### src/rtl/ahb_pkg.sv
// Shared AHB transfer, burst and response types plus a beats-per-burst helper.
// Declarations only: no state, no latency, no flow control.
package ahb_pkg;

    typedef enum logic [1:0] {
        TRANS_IDLE   = 2'd0,
        TRANS_BUSY   = 2'd1,
        TRANS_NONSEQ = 2'd2,
        TRANS_SEQ    = 2'd3
    } transfer_t;

    typedef enum logic [2:0] {
        BURST_SINGLE = 3'd0,
        BURST_INCR   = 3'd1,
        BURST_WRAP4  = 3'd2,
        BURST_INCR4  = 3'd3,
        BURST_WRAP8  = 3'd4,
        BURST_INCR8  = 3'd5,
        BURST_WRAP16 = 3'd6,
        BURST_INCR16 = 3'd7
    } burst_t;

    typedef enum logic [1:0] {
        RESP_OKAY  = 2'd0,
        RESP_ERROR = 2'd1,
        RESP_RETRY = 2'd2,
        RESP_SPLIT = 2'd3
    } resp_t;

    // Undefined-length bursts (SINGLE/INCR) count as one beat: nothing to hold for.
    function automatic logic [4:0] burst_beats(input burst_t b);
        case (b)
            BURST_WRAP4,  BURST_INCR4:  burst_beats = 5'd4;
            BURST_WRAP8,  BURST_INCR8:  burst_beats = 5'd8;
            BURST_WRAP16, BURST_INCR16: burst_beats = 5'd16;
            default:                    burst_beats = 5'd1;
        endcase
    endfunction

endpackage

### src/rtl/ahb_arbiter_if.sv
// Arbiter bus bundle: master modport is the arbiter side, slave modport the fabric side.
// HSPLIT lane exists only when AHB_ARB_SPLIT_EN is defined.
import ahb_pkg::*;

interface ahb_arbiter_if #(
    parameter int NUM_MASTERS = 4,
    parameter int MW          = $clog2(NUM_MASTERS)
);
    logic [NUM_MASTERS-1:0] HBUSREQ;
    logic [NUM_MASTERS-1:0] HLOCK;
    transfer_t              HTRANS;
    burst_t                 HBURST;
    logic                   HREADY;
    resp_t                  HRESP;
`ifdef AHB_ARB_SPLIT_EN
    logic [NUM_MASTERS-1:0] HSPLIT;
`endif
    logic [NUM_MASTERS-1:0] HGRANT;
    logic [MW-1:0]          HMASTER;
    logic                   HMASTLOCK;

    modport master (
        input  HBUSREQ, HLOCK, HTRANS, HBURST, HREADY, HRESP,
`ifdef AHB_ARB_SPLIT_EN
        input  HSPLIT,
`endif
        output HGRANT, HMASTER, HMASTLOCK
    );

    modport slave (
        output HBUSREQ, HLOCK, HTRANS, HBURST, HREADY, HRESP,
`ifdef AHB_ARB_SPLIT_EN
        output HSPLIT,
`endif
        input  HGRANT, HMASTER, HMASTLOCK
    );

endinterface

### src/rtl/ahb_arb_picker.sv
// Combinational one-hot picker: first set request searching upward from start_i (rr) or from 0 (fixed).
// Zero latency; returns all-zero when nothing is requested.
module ahb_arb_picker #(
    parameter int N  = 4,
    parameter int IW = $clog2(N)
) (
    input  logic [N-1:0]  req_i,
    input  logic [IW-1:0] start_i,
    input  logic          rr_mode_i,
    output logic [N-1:0]  gnt_o
);
    localparam int          IW1 = IW + 1;
    localparam logic [IW:0] NL  = IW1'(N);

    logic [IW:0] base;
    logic [IW:0] idx;
    logic        found;

    always_comb begin
        gnt_o = '0;
        found = 1'b0;
        idx   = '0;
        base  = rr_mode_i ? {1'b0, start_i} : '0;
        for (int k = 0; k < N; k++) begin
            idx = base + IW1'(k);
            if (idx >= NL) idx = idx - NL;
            if (!found && req_i[idx[IW-1:0]]) begin
                gnt_o[idx[IW-1:0]] = 1'b1;
                found              = 1'b1;
            end
        end
    end

endmodule

### src/rtl/ahb_arbiter.sv
// AHB arbiter: fixed-priority/round-robin grant held across fixed bursts and locks; SPLIT masking with AHB_ARB_SPLIT_EN.
// HGRANT one edge after request, HMASTER one HREADY edge later; all outputs freeze while HREADY is low.
import ahb_pkg::*;

module ahb_arbiter #(
    parameter int NUM_MASTERS    = 4,
    parameter int DEFAULT_MASTER = 0,
    parameter int ARB_MODE       = 1,
    parameter int MW             = $clog2(NUM_MASTERS)
) (
    input logic           HCLK,
    input logic           HRESETn,
    ahb_arbiter_if.master bus
);
    localparam logic [1:0] ST_ARB    = 2'd0;
    localparam logic [1:0] ST_BURST  = 2'd1;
    localparam logic [1:0] ST_LOCKED = 2'd2;

    localparam logic [NUM_MASTERS-1:0] DEF_GNT = {{(NUM_MASTERS-1){1'b0}}, 1'b1} << DEFAULT_MASTER;
    localparam logic [MW-1:0]          DEF_IDX = MW'(DEFAULT_MASTER);

    logic [NUM_MASTERS-1:0] grant_q, grant_d;
    logic [MW-1:0]          hmaster_q, hmaster_d;
    logic                   mastlock_q, mastlock_d;
    logic [3:0]             rem_q, rem_d;
    logic [MW-1:0]          last_q, last_d;
    logic [MW-1:0]          owner_idx, win_idx, start_idx;
    logic [1:0]             owner_state;
    logic [NUM_MASTERS-1:0] split_mask, cand, pick;

    always_comb begin
        owner_idx = '0;
        win_idx   = '0;
        for (int i = 0; i < NUM_MASTERS; i++) begin
            if (grant_q[i]) owner_idx = MW'(i);
            if (pick[i])    win_idx   = MW'(i);
        end
    end

    // Any non-OKAY response abandons the burst, even during its wait-state cycle.
    always_comb begin
        rem_d = rem_q;
        if (bus.HRESP != RESP_OKAY) begin
            rem_d = '0;
        end else if (bus.HREADY) begin
            case (bus.HTRANS)
                TRANS_NONSEQ: rem_d = 4'(burst_beats(bus.HBURST) - 5'd1);
                TRANS_SEQ:    rem_d = (rem_q != 4'd0) ? rem_q - 4'd1 : 4'd0;
                default:      rem_d = rem_q;
            endcase
        end
    end

    // Release one beat early (rem_next == 1) so the next owner's NONSEQ follows the last address.
    always_comb begin
        if (bus.HLOCK[owner_idx])  owner_state = ST_LOCKED;
        else if (rem_d > 4'd1)     owner_state = ST_BURST;
        else                       owner_state = ST_ARB;
    end

`ifdef AHB_ARB_SPLIT_EN
    logic [NUM_MASTERS-1:0] split_q, split_d, split_set;

    always_comb begin
        split_set = '0;
        if (bus.HRESP == RESP_SPLIT && !bus.HREADY) split_set[hmaster_q] = 1'b1;
        split_d = (split_q & ~bus.HSPLIT) | split_set;
    end

    always_ff @(posedge HCLK or negedge HRESETn) begin
        if (!HRESETn) split_q <= '0;
        else          split_q <= split_d;
    end

    assign split_mask = split_q;
`else
    assign split_mask = '0;
`endif

    assign cand      = bus.HBUSREQ & ~split_mask;
    assign start_idx = (last_q == MW'(NUM_MASTERS - 1)) ? '0 : last_q + 1'b1;

    ahb_arb_picker #(
        .N  (NUM_MASTERS),
        .IW (MW)
    ) u_picker (
        .req_i     (cand),
        .start_i   (start_idx),
        .rr_mode_i (ARB_MODE == 1),
        .gnt_o     (pick)
    );

    always_comb begin
        grant_d    = grant_q;
        last_d     = last_q;
        hmaster_d  = hmaster_q;
        mastlock_d = mastlock_q;
        if (bus.HREADY) begin
            hmaster_d  = owner_idx;
            mastlock_d = bus.HLOCK[owner_idx];
            if (owner_state == ST_ARB) begin
                if (|cand) begin
                    grant_d = pick;
                    last_d  = win_idx;
                end else begin
                    grant_d = DEF_GNT;
                end
            end
        end
    end

    always_ff @(posedge HCLK or negedge HRESETn) begin
        if (!HRESETn) begin
            grant_q    <= DEF_GNT;
            hmaster_q  <= DEF_IDX;
            mastlock_q <= 1'b0;
            rem_q      <= '0;
            last_q     <= DEF_IDX;
        end else begin
            grant_q    <= grant_d;
            hmaster_q  <= hmaster_d;
            mastlock_q <= mastlock_d;
            rem_q      <= rem_d;
            last_q     <= last_d;
        end
    end

    assign bus.HGRANT    = grant_q;
    assign bus.HMASTER   = hmaster_q;
    assign bus.HMASTLOCK = mastlock_q;

endmodule

### src/flat_wrapper.sv
// flat-port wrapper written by rule: the top's interface ports become plain ports
module ahb_arbiter_flat 
#(
    parameter int NUM_MASTERS    = 4,
    parameter int DEFAULT_MASTER = 0,
    parameter int ARB_MODE       = 1,
    parameter int MW             = $clog2(NUM_MASTERS)
)
  (HCLK, HRESETn, bus_HBUSREQ, bus_HLOCK, bus_HTRANS, bus_HBURST, bus_HREADY, bus_HRESP, bus_HGRANT, bus_HMASTER, bus_HMASTLOCK);
  ahb_arbiter_if #(.NUM_MASTERS(NUM_MASTERS), .MW(MW)) bus_i ();
  input logic HCLK;
  input logic HRESETn;
  input wire logic [$bits(bus_i.HBUSREQ)-1:0] bus_HBUSREQ;
  input wire logic [$bits(bus_i.HLOCK)-1:0] bus_HLOCK;
  input wire logic [$bits(bus_i.HTRANS)-1:0] bus_HTRANS;
  input wire logic [$bits(bus_i.HBURST)-1:0] bus_HBURST;
  input wire logic [$bits(bus_i.HREADY)-1:0] bus_HREADY;
  input wire logic [$bits(bus_i.HRESP)-1:0] bus_HRESP;
  output wire logic [$bits(bus_i.HGRANT)-1:0] bus_HGRANT;
  output wire logic [$bits(bus_i.HMASTER)-1:0] bus_HMASTER;
  output wire logic [$bits(bus_i.HMASTLOCK)-1:0] bus_HMASTLOCK;
  assign bus_i.HBUSREQ = bus_HBUSREQ;
  assign bus_i.HLOCK = bus_HLOCK;
  assign bus_i.HTRANS = bus_HTRANS;
  assign bus_i.HBURST = bus_HBURST;
  assign bus_i.HREADY = bus_HREADY;
  assign bus_i.HRESP = bus_HRESP;
  assign bus_HGRANT = bus_i.HGRANT;
  assign bus_HMASTER = bus_i.HMASTER;
  assign bus_HMASTLOCK = bus_i.HMASTLOCK;
  ahb_arbiter #(.NUM_MASTERS(NUM_MASTERS), .DEFAULT_MASTER(DEFAULT_MASTER), .ARB_MODE(ARB_MODE), .MW(MW)) u_core (.HCLK(HCLK), .HRESETn(HRESETn), .bus(bus_i));
endmodule
### config.mk
export PLATFORM = sky130hd
export DESIGN_NAME = ahb_arbiter_flat
export DESIGN_NICKNAME = d
export VERILOG_FILES = /design/src/rtl/ahb_pkg.sv /design/src/rtl/ahb_arbiter_if.sv /design/src/rtl/ahb_arb_picker.sv /design/src/rtl/ahb_arbiter.sv /design/src/flat_wrapper.sv
export SDC_FILE = /design/constraint.sdc
export NUM_CORES = 1
export LEC_CHECK = 0
export ABC_AREA = 1
export CORE_AREA = 2 2 59 61
export CTS_CLUSTER_DIAMETER = 100
export DETAILED_ROUTE_END_ITERATION = 8
export DIE_AREA = 0 0 61 63
export SLEW_MARGIN = 20
export SYNTH_ARGS = -nofsm -noshare
export SYNTH_HDL_FRONTEND = slang
export SYNTH_SLANG_ARGS = --single-unit
### constraint.sdc
create_clock -name HCLK -period 4.4 [get_ports HCLK]
set_input_delay 1.32 -clock HCLK [delete_from_list [all_inputs] [get_ports HCLK]]
set_output_delay 1.32 -clock HCLK [all_outputs]
set_load 0.1 [all_outputs]
==> impl_results.md, run 1 <==
* Outcome: complete, no violations
* Worst Path Required at 3080 ps
* Unrepaired setup endpoints after global routing: no
* Design Area, Final at 1520 um2
* Worst VDD drop at 339 uV
* Layout Nets at 243
* # H-tree levels at 1
* Instance count on the critical path at 1
* Post-Syn Area at 1210 um2
* GRT Total Usage at 0.137
* Share of layout cells above drive strength 1 at 0.164
* Largest fanout on the critical path at 2
* Synth Warn # at 0
* Avg Cell Area, Syn at 6.28 um2
* Post-Syn Nets at 216
* Port bufs at 23
* Min Tclk post-route at 3240 ps
* Post-DP HPWL at 1.98 mm
* Worst-case clock skew at 3.20 ps
* Top_reg_cell synth: dfrtp_1
* Setup tns final at 0 ps
* Crit path cell chain: clkdlybuf4s50_1
* Synth Register Bits at 13
* Crit path launch: u_core.bus.HGRANT[0]
* Clock Path Buffers at 2
* Final GP Congestion at 0.816
* CTS tree: built
* R2R depth at 14
* WHS at 493 ps
* I/O Pins at 25
* CTS Hold Buffers Added at 0
* Via count at 1184
* Combinational share of power at 0.740
* Slew Limit Fails at 0
* CTS Buf Count at 3
* Reg2reg end: u_core.last_q[0]
* Met1 Usage GRT at 0.178
* GR peak layer: met2
* Most common cell in the netlist: nand2_1
* Pre-antenna DRT Iters at 4
* Clk Latency, worst-skew pair at 270 ps
* Final wirelength at 2.36 mm
* Kind of critical path: reg -> out
* Max Fclk at 0.309 GHz
* Final setup fails at 0
* P_leak at 0.815 nW
* CTS root buffer: clkbuf_4
* Hold Vio Cnt, Final at 0
* Clock power share at 0.068
* Worst Path Buf+Inv at 1
* Sequential fraction of design power at 0.192
* Antenna Violating Nets Remaining at 0
* Clock Sinks at 13
* Grt total ovfl at 0
* Crit path capture: bus_HGRANT[0]
* Post-CTS sizing at 0
* Mapped Cells at 193
* Critical path's slowest cell: clkdlybuf4s50_1
* Maxcap violations at 0
* Clock-pin transition on the worst setup and hold timing paths at 80 ps
* CP arrival at 1920 ps
* Asr flop ratio synth at 1.00
* Die width at 61 um
* Met3 Track Usage GR at 0.0124
* CP Capture Type: output pin
* Initial core utilization at 0.375
* Family with the most delay on the worst path: buffers and inverters
* Int Power at 0.429 mW
* Relative slew margins at 0.354
* CP max stage delay at 1120 ps
* Wirelength per Cell at 8.90 um
* R2r startpoint: u_core.last_q[0]
* Distinct cells, synth at 23
* Area share of the largest cell type after synthesis at 0.248
* Initial antenna violation count at 0
* Tcrit/Tclk final at 0.736
* Cell Rows at 21
* Largest net degree at the start of global routing at 14
* Startpoint class of the critical path: flip-flop
* Yosys top cell by area: dfrtp_1
* Die Y at 63 um
* Met2 global-route usage at 0.237
* Iteration-0 DRC Markers at 38
* Reg2reg setup slack at 2360 ps
* PwrDens at 690 nW/um2
* Core area at 3230 um2
* Top cells by area, synth: dfrtp_1 (25%), nand2_1 (21%), inv_1 (8.7%), nand3_1 (7.4%), ha_1 (5.2%)
* # diodes at 0
* Register area share after synthesis at 0.270
* Vias in the first global route at 1057
* Die area at 3840 um2
* Post-synth top cells: nand2_1 (68), inv_1 (28), nand3_1 (18), nor2_1 (15), dfrtp_1 (12)
* Layout fillers at 369
* Setup Buffers After CTS at 0
* Net Sw Frac at 0.591
* Vias per inst at 4.47
* Number of synthesized flops with an enable pin at 0
* Switching pwr at 0.620 mW
* First-pass GRT wire length at 4.23 mm
* Post-route DRC at 0
* Area growth from synthesis to layout at 25.5%
* Final Power at 1.05 mW
* Worst hold path class: reg -> reg
* Worst-margin pin slew at 966 ps
* Post-DP Area at 1490 um2
sequential cells by signal, indices dropped and copies added (netlist names):
signal                count
u_core.bus.HMASTER        2
u_core.bus.HMASTLOCK      1
u_core.bus.HGRANT         4
u_core.rem_q              4
u_core.last_q             2
power by group through the flow:
stage / logic (mW) / registers, mW / clock network [mW]
4_1_cts: 0.787 / 0.201 / 0.0758
3_3_place_gp: 0.784 / 0.203 / 0
5_1_grt: 0.857 / 0.207 / 0.0820
2_1_floorplan: 0.426 / 0.409 / 0
6_report: 0.776 / 0.201 / 0.0713
3_5_place_dp: 0.786 / 0.203 / 0
metrics by stage:
stage / util / setup WS (ps) / std cells
4_1_cts: 0.470 / 1140 / 265
5_1_grt: 0.470 / 1110 / 265
2_1_floorplan: - / 2030 / 193
6_report: 0.470 / 1160 / 265
3_5_place_dp: 0.462 / 1370 / 261
3_3_place_gp: 0.462 / 1380 / 261
metal layers:
layer,vias up,routed length [um]
met5,-,0
met4,0,8
met3,2,86
met2,20,1160
met1,515,1100
li1,647,-
final cells by class:
| cell class | count | area (um2) | area share |
|---|---|---|---|
| tap | 46 | 57.6 | 0.0379 |
| sequential | 13 | 327 | 0.215 |
| clock buffer | 4 | 26.3 | 0.0173 |
| multi-input combinational | 147 | 759 | 0.500 |
| inverter | 32 | 120 | 0.0790 |
| timing repair buffer | 23 | 230 | 0.151 |
worst min-delay path by stage:
stage,cells past startpoint,to,slack [ps],start
floorplan,2,u_core.last_q[1],500,u_core.last_q[1]
finish,2,u_core.bus.HMASTER[0],490,u_core.bus.HMASTER[0]
global placement,2,u_core.bus.HMASTER[0],470,u_core.bus.HMASTER[0]
CTS,2,u_core.bus.HMASTER[0],490,u_core.bus.HMASTER[0]
detailed placement,2,u_core.bus.HMASTER[0],470,u_core.bus.HMASTER[0]
global route,2,u_core.bus.HMASTLOCK,540,u_core.bus.HMASTLOCK
cell usage in the layout (no fill, tap or decap), types with 2 or more instances in the layout:
master           count
a21oi_1              3
clkbuf_4             3
clkdlybuf4s50_1     23
dfrtp_1             12
ha_1                 5
inv_1               28
inv_2                4
nand2_1             68
nand2_2             10
nand2_4              3
nand3_1             18
nand3_2              3
nor2_1              15
nor2_2               5
nor2_4               3
o21ai_0              3
o21ai_1              4
or2_2                2
cell families after synthesis:
family                     count (synthesis)  share of synthesized area
buffers and inverters                     33                      0.103
adders and majority gates                  5                     0.0517
AOI/OAI and AO/OA                         12                     0.0527
DFF                                       13                      0.270
and+or+nand+nor                          130                      0.523
Note: power is estimated with default switching activity, not from simulation.
==> inputs of run 2 (changes only) <==
==> constraint.sdc (replaced) <==
create_clock -name HCLK -period 3.1 [get_ports HCLK]
set_input_delay 0.93 -clock HCLK [delete_from_list [all_inputs] [get_ports HCLK]]
set_output_delay 0.93 -clock HCLK [all_outputs]
set_load 0.1 [all_outputs]
==> impl_results.md, run 2 (synthesized netlist as in run 1, its figures left out) <==
* Min Tclk post-route at 2320 ps
* Die Y at 63 um (unchanged)
* Crit path launch: bus_HREADY
* Setup tns final at 0 ps (unchanged)
* Pre-antenna DRT Iters at 4 (unchanged)
* Crit path cell chain: clkdlybuf4s50_1 > inv_1 > nor3_2 > nand2_1 > nand2_1 > nand2_1 > nor2_2 > nand2_2 > nor2_1 > nand2_1 > nand2_1
* Hold Vio Cnt, Final at 0 (unchanged)
* Crit path capture: u_core.last_q[0]
* Largest net degree at the start of global routing at 14 (unchanged)
* Iteration-0 DRC Markers at 48 (+26%)
* Worst-margin pin slew at 595 ps (-371 ps)
* Clock-pin transition on the worst setup and hold timing paths at 80 ps (about the same)
* Clk Latency, worst-skew pair at 270 ps (about the same)
* Startpoint class of the critical path: input pin
* CTS Hold Buffers Added at 0 (unchanged)
* Maxcap violations at 0 (unchanged)
* Kind of critical path: in -> reg
* Clock Path Buffers at 2 (unchanged)
* Outcome: complete, no violations
* Post-DP HPWL at 1.98 mm (+0.12%)
* Tcrit/Tclk final at 0.749
* I/O Pins at 25 (unchanged)
* Dpl cells at 261 (unchanged)
* Final wirelength at 2.35 mm (-0.38%)
* Layout Nets at 243 (unchanged)
* CTS Buf Count at 3 (unchanged)
* Commonest non-fill, non-tap cell in the layout: nand2_1
* Unrepaired setup endpoints after global routing: no
* Die width at 61 um (unchanged)
* Initial core utilization at 0.375 (unchanged)
* Most frequent cells in the layout: nand2_1 (68), inv_1 (28), nand3_1 (18)
* Antenna Violating Nets Remaining at 0 (unchanged)
* Largest fanout on the critical path at 8 (+6)
* CP arrival at 2530 ps (+610 ps)
* Grt total ovfl at 0 (unchanged)
* Family with the most delay on the worst path: simple AND/OR/NAND/NOR gates
* Slew Limit Fails at 0 (unchanged)
* # H-tree levels at 1 (unchanged)
* Reg2reg end: u_core.last_q[0]
* Final cell count without fillers at 265 (unchanged)
* Final setup fails at 0 (unchanged)
* # diodes at 0 (unchanged)
* Worst hold path class: reg -> reg
* Initial antenna violation count at 0 (unchanged)
* Critical path's slowest cell: clkdlybuf4s50_1
* P_leak at 0.824 nW (+1.1%)
* Clock Sinks at 13 (unchanged)
* First-pass GRT wire length at 4.24 mm (+0.33%)
* Worst VDD drop at 414 uV (+22%)
* Max Fclk at 0.431 GHz
* Post-CTS sizing at 0 (unchanged)
* Final GP Congestion at 0.848 (+3.9%)
* Core area at 3230 um2 (unchanged)
* PwrDens at 982 nW/um2 (+42%)
* CTS tree: built
* CP Capture Type: flip-flop
* Vias in the first global route at 1108 (+4.8%)
* Relative slew margins at 0.602 (+0.248)
* Worst path most repeated cell: nand2_1
* Via count at 1147 (-3.1%)
* Worst-case clock skew at 1.71 ps (-1.49 ps)
* CP max stage delay at 610 ps (-510 ps)
* Worst Path Required at 3310 ps (+230 ps)
* Cell Rows at 21 (unchanged)
* Hold path startpoint: u_core.bus.HMASTER[0]
* R2r startpoint: u_core.last_q[0]
* Vias per inst at 4.33 (-3.1%)
* Area growth from synthesis to layout at 24.1%
* R2R depth at 14 (unchanged)
* Share of layout cells above drive strength 1 at 0.196 (+0.0320)
* Reg2reg setup slack at 1060 ps (-1300 ps)
* CTS root buffer: clkbuf_4
* Instance count on the critical path at 11 (+10)
* Die area at 3840 um2 (unchanged)
* Worst Path Buf+Inv at 2 (+1)
* Post-route DRC at 0 (unchanged)
* Setup Buffers After CTS at 0 (unchanged)
* Port bufs at 23 (unchanged)
* Wirelength per Cell at 8.86 um (-0.38%)
* GRT Total Usage at 0.137 (+0.000353)
[run 2: cell count changes in the layout (fill, tap and decap cells not counted)]
cell | before | now
buf_4 | 0 | 7
clkdlybuf4s50_1 | 23 | 16
[run 2: worst min-delay path, delay by kind of cell, from the launching register on]
family / cells / cell delay [ps]
and+or+nand+nor: 2 / 100
DFF: 1 / 350
[run 2: worst min-delay path by stage]
| stage | endpoint | depth (start not counted) |
|---|---|---|
| after floorplan | u_core.last_q[1] | 2 |
| after global placement | u_core.bus.HMASTER[0] | 2 |
| after detailed placement | u_core.bus.HMASTER[0] | 2 |
| after CTS | u_core.bus.HMASTER[0] | 2 |
| after global routing | u_core.bus.HMASTER[0] | 2 |
| final | u_core.bus.HMASTER[0] | 2 |
[run 2: routing by layer]
layer | vias to the layer above | global-route usage | part of all wire
met5 | - | 0 | 0
met4 | 0 | 0.0326 | 0.0034
met3 | 2 | 0.0145 | 0.040
met2 | 20 | 0.233 | 0.48
met1 | 479 | 0.181 | 0.48
li1 | 646 | - | -
[run 2: area by class of cell]
class	count	area, um2
fillers	346	1730
multi-input cells	147	759
flip-flops and latches	13	327
repair buffers	23	213
inverters	32	120
well taps	46	57.6
clock buffers	4	26.3
[run 2: metrics by stage]
step | power [mW] | utilization | hold WS, ps | setup WS [ps] | area (um2)
after floorplan | 1.18 | - | 499 | 1060 | 1210
after global placement | 1.39 | 0.457 | 469 | 465 | 1480
after detailed placement | 1.39 | 0.457 | 473 | 478 | 1480
after CTS | 1.50 | 0.465 | 492 | 755 | 1500
after global routing | 1.62 | 0.465 | 520 | 617 | 1500
final | 1.48 | 0.465 | 490 | 777 | 1500
[run 2: report_power, final]
group / internal (mW) / switching, mW
clock: 0.0497 / 0.0521
combinational: 0.315 / 0.774
sequential: 0.229 / 0.0559
total: 0.594 / 0.882
